$ cat config.mk
export PLATFORM = sky130hd
export DESIGN_NAME = pipe_stage_reg
export DESIGN_NICKNAME = d
export VERILOG_FILES = /design/src/rtl/pipe_pkg.sv /design/src/rtl/sat_counter.sv /design/src/rtl/pipe_stage_reg.sv
export SDC_FILE = /design/constraint.sdc
export NUM_CORES = 1
export LEC_CHECK = 0
export BUFFER_PORTS_ARGS = -buffer_cell sky130_fd_sc_hd__buf_4
export CELL_PAD_IN_SITES_DETAIL_PLACEMENT = 1
export CELL_PAD_IN_SITES_GLOBAL_PLACEMENT = 1
export CORE_MARGIN = 2
export CORE_UTILIZATION = 29
export DETAILED_ROUTE_END_ITERATION = 16
export PLACE_DENSITY = 0.84
export REMOVE_ABC_BUFFERS = 1
export SLEW_MARGIN = 25
export SYNTH_ARGS = -nofsm -noshare
export SYNTH_HDL_FRONTEND = slang
export SYNTH_SLANG_ARGS = --single-unit
$ cat constraint.sdc
create_clock -name clk -period 1.86 [get_ports clk]
set_input_delay 0.558 -clock clk [delete_from_list [all_inputs] [get_ports clk]]
set_output_delay 0.558 -clock clk [all_outputs]
set_load 0.1 [all_outputs]
$ cat src/rtl/pipe_pkg.sv
// Shared constants for the MIPS pipeline: exception-code width, ExcCode values, reset PC.
// Latency: n/a (constants only).
// Backpressure: n/a.
package pipe_pkg;

  localparam int EXC_W = 5;

  // MIPS Cause.ExcCode values used by the datapath; zero doubles as "no exception".
  localparam logic [EXC_W-1:0] EXC_NONE    = 5'd0;
  localparam logic [EXC_W-1:0] EXC_INT     = 5'd0;
  localparam logic [EXC_W-1:0] EXC_ADEL    = 5'd4;
  localparam logic [EXC_W-1:0] EXC_ADES    = 5'd5;
  localparam logic [EXC_W-1:0] EXC_SYSCALL = 5'd8;
  localparam logic [EXC_W-1:0] EXC_RI      = 5'd10;
  localparam logic [EXC_W-1:0] EXC_OV      = 5'd12;

  localparam logic [31:0] PC_RESET = 32'h0000_3000;

endpackage

$ cat src/rtl/sat_counter.sv
// Saturating up-counter used for pipeline performance statistics.
// Latency: count reflects an increment one edge after inc is sampled.
// Backpressure: none; increments past all-ones are dropped (no wrap).
//   clk   : clock
//   RESET : synchronous active-high clear
//   inc   : add one this edge
//   count : current value
module sat_counter #(
  parameter int W = 16
) (
  input  logic         clk,
  input  logic         RESET,
  input  logic         inc,
  output logic [W-1:0] count
);

  logic [W-1:0] count_q;
  logic [W-1:0] count_d;

  always_comb begin
    count_d = count_q;
    if (inc && (count_q != '1)) begin
      count_d = count_q + W'(1);
    end
  end

  always_ff @(posedge clk) begin
    if (RESET) begin
      count_q <= '0;
    end else begin
      count_q <= count_d;
    end
  end

  assign count = count_q;

endmodule

$ cat src/rtl/pipe_stage_reg.sv
// Inter-stage pipeline register (F/D, D/E, E/M, M/W) with hold, bubble and flush control.
// Latency: 1 cycle, all outputs registered; no combinational input-to-output path.
// Backpressure: STALL holds contents; priority RESET > FLUSH > STALL > BUBBLE > load.
//   in_*  / out_*        : valid bit, opaque payload, instruction address, branch-delay flag, exception code
//   local_exc            : exception found by the driving stage, merged behind any upstream one
//   flush_pc             : address captured when the stage is flushed
//   stall_cnt/bubble_cnt : saturating performance counters, cleared only by RESET
module pipe_stage_reg
  import pipe_pkg::*;
#(
  parameter int          DATA_W   = 128,
  parameter int          EXC_W    = pipe_pkg::EXC_W,
  parameter int          CNT_W    = 16,
  parameter logic [31:0] PC_RESET = pipe_pkg::PC_RESET
) (
  input  logic              clk,
  input  logic              RESET,
  input  logic              STALL,
  input  logic              BUBBLE,
  input  logic              FLUSH,
  input  logic [31:0]       flush_pc,
  input  logic              in_valid,
  input  logic [DATA_W-1:0] in_data,
  input  logic [31:0]       in_pc,
  input  logic              in_bd,
  input  logic [EXC_W-1:0]  in_exc,
  input  logic [EXC_W-1:0]  local_exc,
  output logic              out_valid,
  output logic [DATA_W-1:0] out_data,
  output logic [31:0]       out_pc,
  output logic              out_bd,
  output logic [EXC_W-1:0]  out_exc,
  output logic [CNT_W-1:0]  stall_cnt,
  output logic [CNT_W-1:0]  bubble_cnt
);

  logic              valid_q, valid_d;
  logic [DATA_W-1:0] data_q,  data_d;
  logic [31:0]       pc_q,    pc_d;
  logic              bd_q,    bd_d;
  logic [EXC_W-1:0]  exc_q,   exc_d;
  logic [EXC_W-1:0]  merged_exc;
  logic              stall_inc;
  logic              bubble_inc;

  // Oldest exception wins: an upstream code beats the one found here; empty slots carry none.
  always_comb begin
    merged_exc = '0;
    if (in_valid) begin
      merged_exc = (in_exc != '0) ? in_exc : local_exc;
    end
  end

  always_comb begin
    valid_d = valid_q;
    data_d  = data_q;
    pc_d    = pc_q;
    bd_d    = bd_q;
    exc_d   = exc_q;
    if (FLUSH) begin
      valid_d = 1'b0;
      data_d  = '0;
      pc_d    = flush_pc;
      bd_d    = 1'b0;
      exc_d   = '0;
    end else if (STALL) begin
      // hold everything
    end else if (BUBBLE) begin
      // PC/BD of the stalled instruction ride along so EPC and Cause.BD stay
      // correct if an interrupt is taken on the bubble.
      valid_d = 1'b0;
      data_d  = '0;
      pc_d    = in_pc;
      bd_d    = in_bd;
      exc_d   = '0;
    end else begin
      valid_d = in_valid;
      data_d  = in_data;
      pc_d    = in_pc;
      bd_d    = in_bd;
      exc_d   = merged_exc;
    end
  end

  always_ff @(posedge clk) begin
    if (RESET) begin
      valid_q <= 1'b0;
      data_q  <= '0;
      pc_q    <= PC_RESET;
      bd_q    <= 1'b0;
      exc_q   <= '0;
    end else begin
      valid_q <= valid_d;
      data_q  <= data_d;
      pc_q    <= pc_d;
      bd_q    <= bd_d;
      exc_q   <= exc_d;
    end
  end

  // Count only the action that actually wins the priority decode.
  assign stall_inc  = STALL && !FLUSH;
  assign bubble_inc = BUBBLE && !STALL && !FLUSH;

  sat_counter #(.W(CNT_W)) u_stall_cnt (
    .clk   (clk),
    .RESET (RESET),
    .inc   (stall_inc),
    .count (stall_cnt)
  );

  sat_counter #(.W(CNT_W)) u_bubble_cnt (
    .clk   (clk),
    .RESET (RESET),
    .inc   (bubble_inc),
    .count (bubble_cnt)
  );

  assign out_valid = valid_q;
  assign out_data  = data_q;
  assign out_pc    = pc_q;
  assign out_bd    = bd_q;
  assign out_exc   = exc_q;

endmodule

==> results of run 1 <==
-- stage by stage --
stage / total power, uW / instance area [sq um] / setup slack, ps
global placement: 6400 / 11300 / -92.7
CTS: 10300 / 11900 / 6.84
detailed placement: 6450 / 11300 / -108
finish: 10100 / 12000 / 65.6
floorplan: 5620 / 7270 / -3760
global route: 10500 / 12000 / 5.21
-- state kept, by name (all words and copies together) (netlist names) --
register,count
out_bd,1
out_data,128
out_exc,5
out_pc,32
out_valid,1
u_bubble_cnt.count,16
u_stall_cnt.count,16
-- worst paths after layout --
kind / slack (ps) / cells after the start / endpoint
setup / recovery: 70 / 2 / stall_cnt[0]
hold / removal: 350 / 3 / out_pc[13]
setup reg to reg: 120 / 6 / u_stall_cnt.count[5]
hold reg to reg: 480 / 2 / out_valid
-- cells in the mapped netlist, types with 2 or more instances --
| cell | n |
|---|---|
| and3_1 | 3 |
| nand3_1 | 7 |
| buf_2 | 11 |
| nor2b_1 | 2 |
| nand4_2 | 2 |
| nor2_1 | 204 |
| a31oi_1 | 6 |
| ha_1 | 2 |
| clkbuf_1 | 48 |
| nand4_1 | 12 |
| or3_1 | 15 |
| dfxtp_1 | 199 |
| o21ai_1 | 6 |
| a21oi_1 | 55 |
| and4_1 | 4 |
| a2bb2oi_1 | 5 |
| buf_6 | 2 |
| or4_1 | 6 |
| a211oi_1 | 5 |
| inv_1 | 8 |
| nor3_1 | 3 |
| o21ai_0 | 8 |
| o31ai_1 | 7 |
| nand2_1 | 18 |
| mux2_2 | 3 |
| mux2i_1 | 35 |
| a22oi_1 | 127 |
| xor2_1 | 2 |
-- power breakdown --
group          switching [uW]  internal [uW]
Clock                    1980           1840
Combinational            1270            637
Sequential               61.4           4360
Total                    3310           6840
-- tightest hold or removal path, stage by stage --
cell,delay [ps]
buf_4,80
mux2i_1,60
nand2_1,60
-- cell families after synthesis --
kind of cell             count (synthesis)
adder cells (fa/ha/maj)                  2
flip-flops                             199
AND/OR/NAND/NOR                        287
buffers and inverters                   72
AO/OA/AOI/OAI                          226
XOR/XNOR                                 2
multiplexers                            38
-- final cells by class --
class                           instances  area [sq um]  area share, %
Sequential cell                       199          3990           33.3
Timing Repair Buffer                  474          3650           30.5
Multi-Input combinational cell        555          3290           27.4
Clock buffer                           17           425           3.55
Tap cell                              335           419           3.50
Clock inverter                         15           176           1.47
Inverter                                8          30.0          0.251
-- layer usage --
metal,vias to the layer above,track usage (%)
met5,-,0
met1,3884,22.3
met3,42,5.37
li1,3815,-
met4,0,7.52
met2,282,38.1
-- layout by cell type, fill, tap and decap left out, drive strengths merged, types with 2 or more instances in the layout --
cell type and instances:
dfxtp 199, nor2b 2, buf 474, clkbuf 17, mux2 3, a22oi 127
ha 2, nand4 14, nand2 18, nor3b 2, and3 3, o41ai 2
a21oi 56, a31oi 6, inv 16, clkinv 7, nand3 8, or3 15
nor2 204, a2bb2oi 5, and4 4, nor3 3, o31ai 7, or4 6
o21ai 14, a211oi 5, xor2 2, mux2i 35
-- repair_timing --
action	in CTS	in global routing
resized for setup	0	8
hold buffers	0	0
setup endpoints to repair	0	10
setup buffers	0	0
endpoints found under the hold margin	0	0
==> results.toml, run 1 <==
[place]
gp_congestion = 0.825
dp.final_hpwl_um = 22800
place_inst = 1571
port_buffers = 407

[synthesis]
syn_inst = 826
yosys.area.top_type = "dfxtp_1"
synth_mux_area_share_pct = 5.09
yosys.area.top_type_share_pct = 52.7
synth_compound_area_share_pct = 20.4
ys_warn_count = 0
synth_edf_count = 0
synthesis.area_sq_mm = 0.00755
seq_area_frac_synth_pct = 52.7
synth_seq_cells = 199
synth_xor_area_share_pct = 0.232
synth_area_per_cell_sq_um = 9.14
synthAdderAreaFrac_pct = 0.331
synth_top_family_by_area = "compound AO/OA/AOI/OAI gates"
synth_area_leaders = "dfxtp_1, a22oi_1, nor2_1"
ys_async_sr_fraction_pct = 0
ys_types = 49
synth_ff_type = "dfxtp_1"
yosys.area_share.simple_pct = 17.1

[route]
wl_met3_um = 2070
met2_length_um = 15500
topRoutingLayerUsed = "met4"
firstDrtPassIters = 4
detail-route-antenna-nets = 0
initialDrtViolationCount = 403
routed_via_density = 5.00
wl_um = 29800
num_vias = 8023
met1Wirelength_um = 11400
wl_per_cell_um = 18.6
drc = 0

[sta]
rsz0062_at_grt = "false"
maxSlewHeadroom_pct = 63.6
whs_ps = 347
setup_violations = 0
slew_viol_final = 0
finalClockSkew_ps = 14.8
hold_viol = 0
setup_tns_ps = 0
worstMarginPinSlew_ps = 546
fin_crit_sh_pct = 96.5
fin_crit_ps = 1790
clock.fmax_ghz = 0.557

[worst_setup_path]
worstSetupPathType = "reg2out"
critPathBufInv = 2
cp_top_family = "buffers and inverters"
cp_max_fo = 7
cp_common_cell = "buf_4"
required_ps = 1300
worst_path_largest_cell_delay_ps = 350
path_cells = "buf_4 -> buf_4"
critPathLaunchType = "register"
crit_path_end_kind = "primary output"
slowest_stage = "dfxtp_1"
critical_path.startpoint = "u_stall_cnt.count[0]"
r2r_start = "u_stall_cnt.count[0]"
crit_arrival_ps = 1240

[layout]
diodes = 0
n_fill_cell = 2994
postLayoutCoreUtil_pct = 46.3
nets = 1466
syn_to_final_growth_pct = 58.5
layout-drive-gt1-share_pct = 41.0
fin_cells = 1603

[clock_tree]
cts-root-buf = "clkbuf_16"
clock_latency_ps = 430
cts.sinks = 199
cts_tree = "yes"
numCtsBuffers = 17
htree_num_levels = 4
clockBufferDepth = 2
clk_pin_slew_ps = 80

[global_routing]
antenna_found_initial = 0
grt_max_degree = 58
grtUsageTotal_pct = 20.5
grt_pass1_vias = 8164
grt_pass1_wl_um = 43900
grt-ovfl-total = 0

[pwr]
p_leak_uw = 0.00534
vdd_drop_max_uv = 470
p_per_area_mw_per_mm2 = 847

[floorplanning]
core_sq_mm = 0.0258
io_pins = 408
rows = 59
fp.dieW_um = 165
start_util_pct = 29.2
die_h_um = 165
dieArea_sq_mm = 0.0274

[min_path]
hold_start = "flush_pc[13]"
hold_class = "in2reg"

[outcome]
status = "finished, final reports clean"

[flow_run]
maxCapViolCount = 0
Note: power is estimated with default switching activity, not from simulation.
==> run 2, diff against run 1 <==
CORE_UTILIZATION = 32   (was 29)
PLACE_DENSITY = 0.88   (was 0.84)
clock period = 2.05 ns   (was 1.86 ns; I/O delays follow)
==> results.toml, run 2 (synthesized netlist as in run 1, its figures left out) <==
[outcome]
status = "finished, final reports clean"

[worst_setup_path]
r2r_cells = 4
path_cells = "buf_4"
reg2reg_to = "u_bubble_cnt.count[1]"
cp_max_fo = 8
critPathLaunchType = "register"
worst_path_largest_cell_delay_ps = 470
critPathBufInv = 1
r2r_start = "u_bubble_cnt.count[15]"
crit_arrival_ps = 1270
r2r_slack_ps = 200
worstSetupPathType = "reg2out"
crit_path_end_kind = "primary output"
slowest_stage = "dfxtp_1"
required_ps = 1430
cp_top_family = "flip-flops"

[min_path]
whs_endpoint = "out_pc[24]"
min_path_cells = 3
hold_class = "in2reg"
hold_start = "flush_pc[24]"

[layout]
syn_to_final_growth_pct = 56.0
fin_cells = 1570
diodes = 0
postLayoutCoreUtil_pct = 50.5
nets = 1449
mostFrequentLayoutCells = "buf_4, nor2_1, dfxtp_1"
layout_commonest_cell = "buf_4"
largest_reg_flops = 128
n_fill_cell = 2720
layout-drive-gt1-share_pct = 40.0

[global_routing]
grtUsageTotal_pct = 22.1
grt_max_degree = 82
grt-ovfl-total = 0
grt_pass1_wl_um = 43100
grt_pass1_vias = 8224
antenna_found_initial = 0

[clock_tree]
clk_pin_slew_ps = 80
cts_tree = "yes"
cts_setup_buffers = 0
holdBufCountCts = 0
clockBufferDepth = 2
numCtsBuffers = 17
htree_num_levels = 4
clock_latency_ps = 430
cts.sinks = 199
cts-root-buf = "clkbuf_16"
cts_resized = 0

[sta]
setup_tns_ps = 0
clock.fmax_ghz = 0.530
fin_crit_ps = 1890
slew_viol_final = 0
fin_crit_sh_pct = 92.0
hold_viol = 0
rsz0062_at_grt = "false"
timing.final.ws_setup_ps = 164
whs_ps = 406
worstMarginPinSlew_ps = 843
setup_violations = 0
finalClockSkew_ps = 17.1
maxSlewHeadroom_pct = 43.6

[floorplanning]
fp.dieW_um = 158
rows = 56
start_util_pct = 32.4
io_pins = 408
die_h_um = 158
dieArea_sq_mm = 0.0249
core_sq_mm = 0.0233

[route]
drc = 0
routed_via_density = 5.06
wl_per_cell_um = 18.3
firstDrtPassIters = 4
num_vias = 7942
detail-route-antenna-nets = 0
wl_um = 28800
initialDrtViolationCount = 380

[pwr]
p_comb_share_pct = 18.8
p_leak_uw = 0.00522
vdd_drop_max_uv = 573
p_per_area_mw_per_mm2 = 771
p_int_uw = 6170
p_clk_share_pct = 37.0
pwr-share-seq_pct = 44.2
swShare_pct = 32.2
p_switching_uw = 2920

[place]
port_buffers = 407
dp.final_hpwl_um = 21700
place_inst = 1538
pre_cts_ws_ps = -23.2
gp_congestion = 0.782

[flow_run]
maxCapViolCount = 0
## run 2: routing by layer
layer  share of wire (%)  global-route usage (%)
met1                  37                    23.5
met2                  52                    40.7
met3                 7.5                    7.09
met4                 3.4                    8.53
met5                   0                       0
## run 2: worst max-delay path by stage
stage / start / end / slack (ps) / cells past startpoint
2_1_floorplan: BUBBLE / out_exc[3] / -3630 / 4
3_3_place_gp: u_bubble_cnt.count[0] / u_bubble_cnt.count[1] / -60 / 5
3_5_place_dp: FLUSH / u_bubble_cnt.count[7] / -20 / 5
4_1_cts: u_bubble_cnt.count[0] / u_bubble_cnt.count[1] / 100 / 5
5_1_grt: u_bubble_cnt.count[0] / u_bubble_cnt.count[3] / 60 / 5
6_report: u_stall_cnt.count[5] / stall_cnt[5] / 160 / 1
## run 2: final cells by class
cell class / instances / area (sq um) / area share [%]
Tap cell: 319 / 399 / 3.39
Clock inverter: 14 / 155 / 1.32
Multi-Input combinational cell: 555 / 3280 / 27.8
Inverter: 8 / 30.0 / 0.255
Clock buffer: 18 / 429 / 3.64
Timing Repair Buffer: 457 / 3510 / 29.8
Sequential cell: 199 / 3980 / 33.8
## run 2: per-stage QoR
stage	instance area, sq um	total power, uW
2_1_floorplan	7270	5100
3_3_place_gp	11200	5780
3_5_place_dp	11200	5820
4_1_cts	11800	9180
5_1_grt	11800	9440
6_report	11800	9090
## run 2: power groups by stage
stage          clock network (uW)  registers, uW  logic, uW
6_report                     3370           4020       1710
3_5_place_dp                    0           4110       1710
2_1_floorplan                   0           4800        293
3_3_place_gp                    0           4100       1680
5_1_grt                      3610           4030       1800
4_1_cts                      3450           4020       1720
